## src/rtl/crc_pkg.sv

```systemverilog
// crc_pkg: shared types, presets and pure functions for the streaming CRC engine.
//   crc_state_t  - engine FSM states
//   crc_preset_t - bundle of per-frame CRC parameters (normal-form polynomial)
//   crc_step     - direct (non-augmented) CRC update over one data beat, MSB first
//   bit_reverse  - reverse the low w bits of a vector
package crc_pkg;

  localparam int unsigned CRC_MAX_W  = 32;
  localparam int unsigned DATA_MAX_W = 64;

  typedef enum logic [1:0] {
    IDLE  = 2'd0,
    RUN   = 2'd1,
    FINAL = 2'd2,
    DONE  = 2'd3
  } crc_state_t;

  typedef struct packed {
    logic [CRC_MAX_W-1:0] poly;
    logic [CRC_MAX_W-1:0] init;
    logic [CRC_MAX_W-1:0] xorout;
    logic                 refin;
    logic                 refout;
  } crc_preset_t;

  localparam crc_preset_t CRC8_SMBUS = '{
    poly: 32'h07, init: 32'h00, xorout: 32'h00, refin: 1'b0, refout: 1'b0};
  localparam crc_preset_t CRC8_DVB_S2 = '{
    poly: 32'hD5, init: 32'h00, xorout: 32'h00, refin: 1'b0, refout: 1'b0};
  localparam crc_preset_t CRC8_GSM_A = '{
    poly: 32'h1D, init: 32'h00, xorout: 32'h00, refin: 1'b0, refout: 1'b0};
  localparam crc_preset_t CRC16_CCITT_FALSE = '{
    poly: 32'h1021, init: 32'hFFFF, xorout: 32'h0000, refin: 1'b0, refout: 1'b0};
  localparam crc_preset_t CRC32_ETH = '{
    poly: 32'h04C11DB7, init: 32'hFFFFFFFF, xorout: 32'hFFFFFFFF, refin: 1'b1, refout: 1'b1};

  // One beat of the direct algorithm: cw-bit register, dw data bits, MSB first.
  function automatic logic [CRC_MAX_W-1:0] crc_step(
    input logic [CRC_MAX_W-1:0]  crc,
    input logic [DATA_MAX_W-1:0] data,
    input logic [CRC_MAX_W-1:0]  poly,
    input int unsigned           cw,
    input int unsigned           dw
  );
    logic [CRC_MAX_W-1:0] mask;
    logic [CRC_MAX_W-1:0] c;
    logic                 fb;
    mask = (cw >= CRC_MAX_W) ? '1 : ((CRC_MAX_W'(1) << cw) - CRC_MAX_W'(1));
    c    = crc & mask;
    for (int i = int'(DATA_MAX_W) - 1; i >= 0; i--) begin
      if (i < int'(dw)) begin
        fb = c[5'(cw - 32'd1)] ^ data[6'(i)];
        c  = ((c << 1) ^ (fb ? poly : '0)) & mask;
      end
    end
    return c;
  endfunction

  // Reverse bit order of v[w-1:0]; bits above w come back as zero.
  function automatic logic [DATA_MAX_W-1:0] bit_reverse(
    input logic [DATA_MAX_W-1:0] v,
    input int unsigned           w
  );
    logic [DATA_MAX_W-1:0] r;
    r = '0;
    for (int i = 0; i < int'(DATA_MAX_W); i++) begin
      if (i < int'(w)) begin
        r[6'(i)] = v[6'(int'(w) - 1 - i)];
      end
    end
    return r;
  endfunction

endpackage

```

## src/rtl/crc_step_comb.sv

```systemverilog
// crc_step_comb: fully unrolled single-cycle CRC update for one beat.
//   crc_i  - current register value
//   data_i - beat data, already reflected if required, MSB processed first
//   poly_i - normal-form polynomial (implicit leading 1 omitted)
//   crc_o  - register value after all DATA_WIDTH bits
module crc_step_comb
  import crc_pkg::*;
#(
  parameter int unsigned CRC_WIDTH  = 8,
  parameter int unsigned DATA_WIDTH = 8
) (
  input  logic [CRC_WIDTH-1:0]  crc_i,
  input  logic [DATA_WIDTH-1:0] data_i,
  input  logic [CRC_WIDTH-1:0]  poly_i,
  output logic [CRC_WIDTH-1:0]  crc_o
);

  always_comb begin
    crc_o = CRC_WIDTH'(crc_step(CRC_MAX_W'(crc_i), DATA_MAX_W'(data_i),
                                CRC_MAX_W'(poly_i), CRC_WIDTH, DATA_WIDTH));
  end

endmodule

```

## src/rtl/crc_stream_engine.sv

```systemverilog
// crc_stream_engine: streaming CRC over valid/ready beats, one frame in flight.
//   clk, rst_n         - clock, synchronous active-low reset
//   cfg_*              - per-frame CRC parameters, latched on the first beat
//   s_valid/s_ready    - input beat handshake; s_data beat, s_last end of frame
//   abort              - drop the frame in progress (honoured only while running)
//   m_valid/m_ready    - result handshake; m_crc final CRC, m_match == cfg_check
module crc_stream_engine
  import crc_pkg::*;
#(
  parameter int unsigned CRC_WIDTH  = 8,
  parameter int unsigned DATA_WIDTH = 8
) (
  input  logic                  clk,
  input  logic                  rst_n,
  input  logic [CRC_WIDTH-1:0]  cfg_poly,
  input  logic [CRC_WIDTH-1:0]  cfg_init,
  input  logic [CRC_WIDTH-1:0]  cfg_xorout,
  input  logic                  cfg_refin,
  input  logic                  cfg_refout,
  input  logic [CRC_WIDTH-1:0]  cfg_check,
  input  logic                  s_valid,
  output logic                  s_ready,
  input  logic [DATA_WIDTH-1:0] s_data,
  input  logic                  s_last,
  input  logic                  abort,
  output logic                  m_valid,
  input  logic                  m_ready,
  output logic [CRC_WIDTH-1:0]  m_crc,
  output logic                  m_match
);

  crc_state_t            state_q;
  logic [CRC_WIDTH-1:0]  crc_q;
  logic [CRC_WIDTH-1:0]  poly_q;
  logic [CRC_WIDTH-1:0]  xorout_q;
  logic [CRC_WIDTH-1:0]  check_q;
  logic                  refin_q;
  logic                  refout_q;
  logic                  s_ready_q;
  logic                  m_valid_q;
  logic [CRC_WIDTH-1:0]  m_crc_q;
  logic                  m_match_q;

  logic                  beat_acc_c;
  logic                  in_idle_c;
  logic                  refin_c;
  logic [CRC_WIDTH-1:0]  step_crc_c;
  logic [CRC_WIDTH-1:0]  step_poly_c;
  logic [DATA_WIDTH-1:0] step_data_c;
  logic [CRC_WIDTH-1:0]  crc_d;
  logic [CRC_WIDTH-1:0]  result_c;

  assign beat_acc_c = s_valid & s_ready_q;
  assign in_idle_c  = (state_q == IDLE);

  // First beat of a frame uses the live cfg inputs; later beats the latched copy.
  always_comb begin
    refin_c     = in_idle_c ? cfg_refin : refin_q;
    step_crc_c  = in_idle_c ? cfg_init  : crc_q;
    step_poly_c = in_idle_c ? cfg_poly  : poly_q;
    step_data_c = refin_c ? DATA_WIDTH'(bit_reverse(DATA_MAX_W'(s_data), DATA_WIDTH))
                          : s_data;
  end

  crc_step_comb #(
    .CRC_WIDTH  (CRC_WIDTH),
    .DATA_WIDTH (DATA_WIDTH)
  ) u_step (
    .crc_i  (step_crc_c),
    .data_i (step_data_c),
    .poly_i (step_poly_c),
    .crc_o  (crc_d)
  );

  // Output transform applied once at end of frame.
  always_comb begin
    result_c = (refout_q ? CRC_WIDTH'(bit_reverse(DATA_MAX_W'(crc_q), CRC_WIDTH))
                         : crc_q) ^ xorout_q;
  end

  // Frame FSM, config latch and result register.
  always_ff @(posedge clk) begin
    if (!rst_n) begin
      state_q   <= IDLE;
      crc_q     <= '0;
      poly_q    <= '0;
      xorout_q  <= '0;
      check_q   <= '0;
      refin_q   <= 1'b0;
      refout_q  <= 1'b0;
      s_ready_q <= 1'b0;
      m_valid_q <= 1'b0;
      m_crc_q   <= '0;
      m_match_q <= 1'b0;
    end else begin
      unique case (state_q)
        IDLE: begin
          if (beat_acc_c) begin
            poly_q    <= cfg_poly;
            xorout_q  <= cfg_xorout;
            check_q   <= cfg_check;
            refin_q   <= cfg_refin;
            refout_q  <= cfg_refout;
            crc_q     <= crc_d;
            state_q   <= s_last ? FINAL : RUN;
            s_ready_q <= ~s_last;
          end else begin
            s_ready_q <= 1'b1;
          end
        end
        RUN: begin
          // abort wins over a concurrent beat, which is swallowed.
          if (abort) begin
            crc_q     <= '0;
            state_q   <= IDLE;
            s_ready_q <= 1'b1;
          end else if (beat_acc_c) begin
            crc_q <= crc_d;
            if (s_last) begin
              state_q   <= FINAL;
              s_ready_q <= 1'b0;
            end
          end
        end
        FINAL: begin
          m_crc_q   <= result_c;
          m_match_q <= (result_c == check_q);
          m_valid_q <= 1'b1;
          state_q   <= DONE;
        end
        DONE: begin
          if (m_ready) begin
            m_valid_q <= 1'b0;
            state_q   <= IDLE;
            s_ready_q <= 1'b1;
          end
        end
        default: begin
          state_q   <= IDLE;
          s_ready_q <= 1'b0;
          m_valid_q <= 1'b0;
        end
      endcase
    end
  end

  assign s_ready = s_ready_q;
  assign m_valid = m_valid_q;
  assign m_crc   = m_crc_q;
  assign m_match = m_match_q;

endmodule

```

## config.mk

```make
export PLATFORM = sky130hd
export DESIGN_NAME = crc_stream_engine
export DESIGN_NICKNAME = d
export VERILOG_FILES = /design/src/rtl/crc_pkg.sv /design/src/rtl/crc_step_comb.sv /design/src/rtl/crc_stream_engine.sv
export SDC_FILE = /design/constraint.sdc
export NUM_CORES = 1
export LEC_CHECK = 0
export CAP_MARGIN = 20
export CORE_AREA = 5 5 90 92
export DETAILED_ROUTE_END_ITERATION = 6
export DIE_AREA = 0 0 95 97
export PLACE_DENSITY = 0.85
export SETUP_SLACK_MARGIN = 0.2
export SYNTH_ARGS = -nofsm -noshare
export SYNTH_HDL_FRONTEND = slang
export SYNTH_SLANG_ARGS = --single-unit
```

## constraint.sdc

```tcl
create_clock -name clk -period 13.1 [get_ports clk]
set_input_delay 2.62 -clock clk [delete_from_list [all_inputs] [get_ports clk]]
set_output_delay 2.62 -clock clk [all_outputs]
set_load 0.005 [all_outputs]
```

### Word level (Yosys, flattened, before mapping)

Index checks and enable logic that the tools add are counted.

* bitwise operators: 19
* reduce and logical (&&, ||, !) cells: 8
* eq/ne operators: 8
* multiplexer cells: 31

Operators by type and width (count)
* 8-bit two-way mux: 14
* 8-bit XOR: 9
* 8-bit one-hot mux with 2 select lines: 1
* 2-bit two-way mux: 6
* 8-bit == test: 1
* 2-bit one-hot mux with 4 select lines: 1
* 4-bit AND reduction: 2
* 1-bit XOR: 8
* 1-bit two-way mux: 7
* 3-bit inequality test (second input constant): 2
* 2-bit == test (second input constant): 2
* 2-bit inequality test (second input constant): 2
* 2-bit AND reduction: 2
* 2-bit nonzero test: 2
* 1-bit one-hot mux with 3 select lines: 1
* 3-bit nonzero test: 1
* 2-bit by 1-bit == test with 1-bit output (second input constant): 1
* 2-bit logical NOT: 1
* 1-bit one-hot mux with 2 select lines: 1
* 1-bit AND: 1
* 1-bit inverter: 1

* word-level logic and storage cells: 77
* register bits: 47
* output and inout port bits: 11
* bits of input ports: 48

### Depth between registers and ports, before layout

* depth after elaboration: 30
* mapped depth: 20
* mapped depth without buffers: 15

### Hierarchy

A second synthesis with hierarchy kept.

* cells, all modules: 466
* area total of the unflattened synthesis: 3814.9 sq um

Modules (own cells, without submodules)
* crc_stream_engine: area an instance 2404.8 sq um, times used 1, cells an instance 267, seq. area each 940.9 sq um
* crc_step_comb: area an instance 1410.1 sq um, times used 1, cells an instance 199, seq. area each 0.0 sq um

### Least setup slack after synthesis

No wires, ideal clock.

* kind: input-to-reg
* start point: input port cfg_refin
* end point: register crc_q[3]
* path slack: 6166 ps
* stages: 16
* library setup time: 121 ps
* buffers on the path: 1
* data arrival time: 6812 ps
* required time: 12979 ps
* cell sequence: or3b_1 and3_1 o21a_1 or4_4 and2_4 buf_6 o32a_4 a21oi_4 nor4_1 o41a_1 or4_1 and4_4 or4_1 and2_1 xnor2_1 o21ai_1

* cells in the longest elaborated chain, start to end: 29

RTL lines
* start: declaration: line crc_stream_engine.sv:18 `input logic cfg_refin,`
* 1-bit two-way mux *: line crc_stream_engine.sv:58 `refin_c = in_idle_c ? cfg_refin : refin_q;`
* 8-bit two-way mux *: line crc_stream_engine.sv:61 `step_data_c = refin_c ? DATA_WIDTH'(bit_reverse(DATA_MAX_W'(s_data), DATA_WIDTH))`
* 1-bit XOR: line crc_pkg.sv:52 `fb = c[5'(cw - 32'd1)] ^ data[6'(i)];`
* 8-bit two-way mux: line crc_pkg.sv:53 `c = ((c << 1) ^ (fb ? poly : '0)) & mask;`
* 8-bit XOR: line crc_pkg.sv:53
* 1-bit XOR: line crc_pkg.sv:52
* 8-bit two-way mux: line crc_pkg.sv:53
* 8-bit XOR: line crc_pkg.sv:53
* (+13 left out)
* 8-bit two-way mux: line crc_pkg.sv:53
* 8-bit XOR: line crc_pkg.sv:53
* 1-bit XOR: line crc_pkg.sv:52
* 8-bit two-way mux: line crc_pkg.sv:53
* 8-bit XOR *: line crc_pkg.sv:53
* 8-bit two-way mux *: line crc_stream_engine.sv:98, crc_stream_engine.sv:117
* 8-bit two-way mux: line crc_stream_engine.sv:113 `if (abort) begin`
* 8-bit one-hot mux with 2 select lines *: line crc_stream_engine.sv:96 `unique case (state_q)`
* end signal: assignment: line crc_stream_engine.sv:104 `crc_q <= crc_d;`
* end signal: assignment: line crc_stream_engine.sv:118 `crc_q <= crc_d;`
* end: declaration: line crc_stream_engine.sv:33 `logic [CRC_WIDTH-1:0] crc_q;`

Mark *: on every way between the ends. The rest lies on a longest branch, timed or not.
A chain may end at the register's enable or synchronous reset.

### Final worst setup path

Same ends and word-level chain as after synthesis.

==> flow_metrics.env <==
export IMPL_dpl_cell_area_um2=4800
export IMPL_clock_path_buffers=2
export IMPL_clock_skew_ns=0.00803
export IMPL_antenna_found_initial=0
export IMPL_synth_seq_cells=47
export IMPL_post_route_util=0.685
export IMPL_clkPwrFrac=0.103
export IMPL_ys_seq_area_frac=0.225
export IMPL_drc_errors=0
export IMPL_setup_tns_ns=0
export IMPL_finalNetCount=642
export IMPL_final_area_um2=4890
export IMPL_grt_max_degree=43
export IMPL_p_total_mw=0.882
export IMPL_drive_gt1_frac=0.0655
export IMPL_clockRootBuffer="clkbuf_8"
export IMPL_rows=31
export IMPL_postCtsSetupBuffers=0
export IMPL_maxCapViolCount=0
export IMPL_vias=4346
export IMPL_fp_dieArea_um2=9220
export IMPL_critPathRequiredTime_ns=13.30
export IMPL_cts_num_sinks=47
export IMPL_irDropWorstVdd_v=0.000168
export IMPL_power_density_nw_per_um2=181
export IMPL_postCtsResizedCells=0
export IMPL_p_leak_nw=1.75
export IMPL_cts_hold_buf=0
export IMPL_whs_ns=0.466
export IMPL_yosysWarnings=0
export IMPL_grt_pass1_vias=4017
export IMPL_arrival_ns=7.82
export IMPL_die_y_um=97
export IMPL_period_share=0.582
export IMPL_final_cell_mix="nand2_1, clkdlybuf4s50_1, dfxtp_1"
export IMPL_antenna_cells=0
export IMPL_synth_area_top_cells="dfxtp_1, nand2_1, xnor2_1"
export IMPL_hold_viol_final=0
export IMPL_rsz0062_at_grt="no"
export IMPL_status="completed"
export IMPL_syn_area_um2=4190
export IMPL_internal_power_mw=0.450
export IMPL_netlist_area_leader_share=0.225
export IMPL_syn_nets=604
export IMPL_insertion_delay_ns=0.31
export IMPL_wire_per_inst_um=17.7
export IMPL_wirelength_mm=12.3
export IMPL_initial_core_util=0.587
export IMPL_drt_pass1_iter_count=6
export IMPL_worst_slew_pin_slew_ns=1.04
export IMPL_timing_slew_headroom=0.306
export IMPL_netlist_instances=556
export IMPL_yosysUniqueCellTypes=70
export IMPL_globalRouteOverflowTotal=0
export IMPL_vias_per_cell=6.26
export IMPL_drv_slew=0
export IMPL_grt_pass1_wl_mm=19.7
export IMPL_die_width_um=95
export IMPL_finalCriticalPeriod_ns=7.62
export IMPL_layout_commonest_cell="nand2_1"
export IMPL_seqPwrFrac=0.200
export IMPL_comb_power_share=0.697
export IMPL_numPortBuffers=58
export IMPL_fmax_ghz=0.131
export IMPL_area_growth_pct=16.7
export IMPL_postRouteAntennaNets=0
export IMPL_gp_congestion=0.930
export IMPL_cts_buffers=5
export IMPL_synthFlopType="dfxtp_1"
export IMPL_ios=59
export IMPL_worst_path_max_fanout=11
export IMPL_synth_edf_count=0
export IMPL_hold_class="register to register"
export IMPL_setup_viol=0
export IMPL_sw_frac_of_total=0.489
export IMPL_grt_usage=0.260
export IMPL_synth_area_leader_cell="dfxtp_1"
export IMPL_drt_initial_drc_count=321
export IMPL_hpwlAfterDp_mm=9.25
export IMPL_clk_pin_slew_ns=0.09
export IMPL_critPathKind="primary input to register"
export IMPL_syn_area_per_cell_um2=7.53
export IMPL_h_tree_depth=2
export IMPL_start_kind="primary input"
export IMPL_async_reset_ff_frac=0
export IMPL_nFillCells=613
export IMPL_p_switching_mw=0.432
export IMPL_coreArea_um2=7140
export IMPL_critical_path_endpoint_type="register"
export IMPL_cts_tree="yes"
==> path summary, 6_finish.rpt <==
check	start	end	slack, ns	cells after the start
hold / removal	m_crc[4]	m_crc[4]	0.47	2
setup / recovery	cfg_refin	crc_q[3]	5.48	16
hold reg to reg	m_crc[4]	m_crc[4]	0.47	2
setup reg to reg	state_q[1]	crc_q[3]	7.18	16
==> cells in the mapped netlist (all sizes together), types with 5 or more instances <==
| library cell | instances |
|---|---|
| nand2 | 101 |
| dfxtp | 47 |
| a21boi | 41 |
| xnor2 | 37 |
| nor2 | 36 |
| mux2i | 29 |
| o21ai | 29 |
| clkbuf | 23 |
| nor3 | 23 |
| a21oi | 20 |
| nand3 | 15 |
| xor2 | 14 |
| a31oi | 11 |
| buf | 11 |
| mux2 | 9 |
| nor4 | 9 |
| and3 | 7 |
| a211oi | 6 |
| o211ai | 6 |
| or4 | 6 |
| a211o | 5 |
| and2 | 5 |
| o22ai | 5 |
| o32ai | 5 |
==> kinds of logic (layout without fill, tap and decap cells) <==
group,count (synthesis),after routing,share of synthesized area
flops,47,47,0.225
buf+inv,37,76,0.0389
xor+xnor,53,53,0.117
mux,38,38,0.0944
simple gates,218,218,0.244
compound gates,163,163,0.280
==> power groups by stage <==
| stage | sequential (mW) | clock [mW] | combinational, mW |
|---|---|---|---|
| 4_1_cts | 0.176 | 0.0914 | 0.602 |
| 5_1_grt | 0.178 | 0.0987 | 0.663 |
| 2_1_floorplan | 0.171 | 0 | 0.479 |
| 6_report | 0.176 | 0.0910 | 0.615 |
| 3_5_place_dp | 0.179 | 0 | 0.599 |
| 3_3_place_gp | 0.178 | 0 | 0.583 |
==> through the flow <==
step	worst slack [ns]	instances
after CTS	5.57	694
after floorplan	6.17	556
after global routing	5.09	694
after detailed placement	5.25	686
after global placement	5.36	686
final	5.48	694
==> layout make-up <==
cell class                 instances  area [um^2]  area share
clock inverter                     2         16.3     0.00333
tap                               99          124      0.0254
multi-input combinational        472         3090       0.632
sequential                        47          941       0.193
clock buffer                       6         72.6      0.0149
timing repair buffer              65          633       0.130
inverter                           3         11.3     0.00230
==> state kept, by name (all words and copies together), names as in the netlist, 2 cells and up <==
signal,flops
check_q,8
crc_q,8
m_crc,8
poly_q,8
state_q,2
xorout_q,8
==> layer usage <==
layer  track usage  up-vias  routed length [um]
met4        0.0688        0                 227
met3        0.0256       26                 809
met5             0        -                   0
li1              -     2115                   -
met1         0.352     2020                5360
met2         0.437      185                5860
==> worst max-delay path, stage by stage <==
cell             delay, ns
clkdlybuf4s50_1       0.50
or3b_1                0.53
a21boi_1              0.27
nor3_1                0.11
nor4_1                0.80
nor2_1                0.33
o21ai_0               0.17
a32oi_1               0.14
xnor2_1               0.54
nor4_1                0.20
or4_1                 0.48
and4_4                0.24
or4_1                 0.48
and2_1                0.18
xnor2_1               0.17
o21ai_1               0.07
Note: power is estimated with default switching activity, not from simulation.
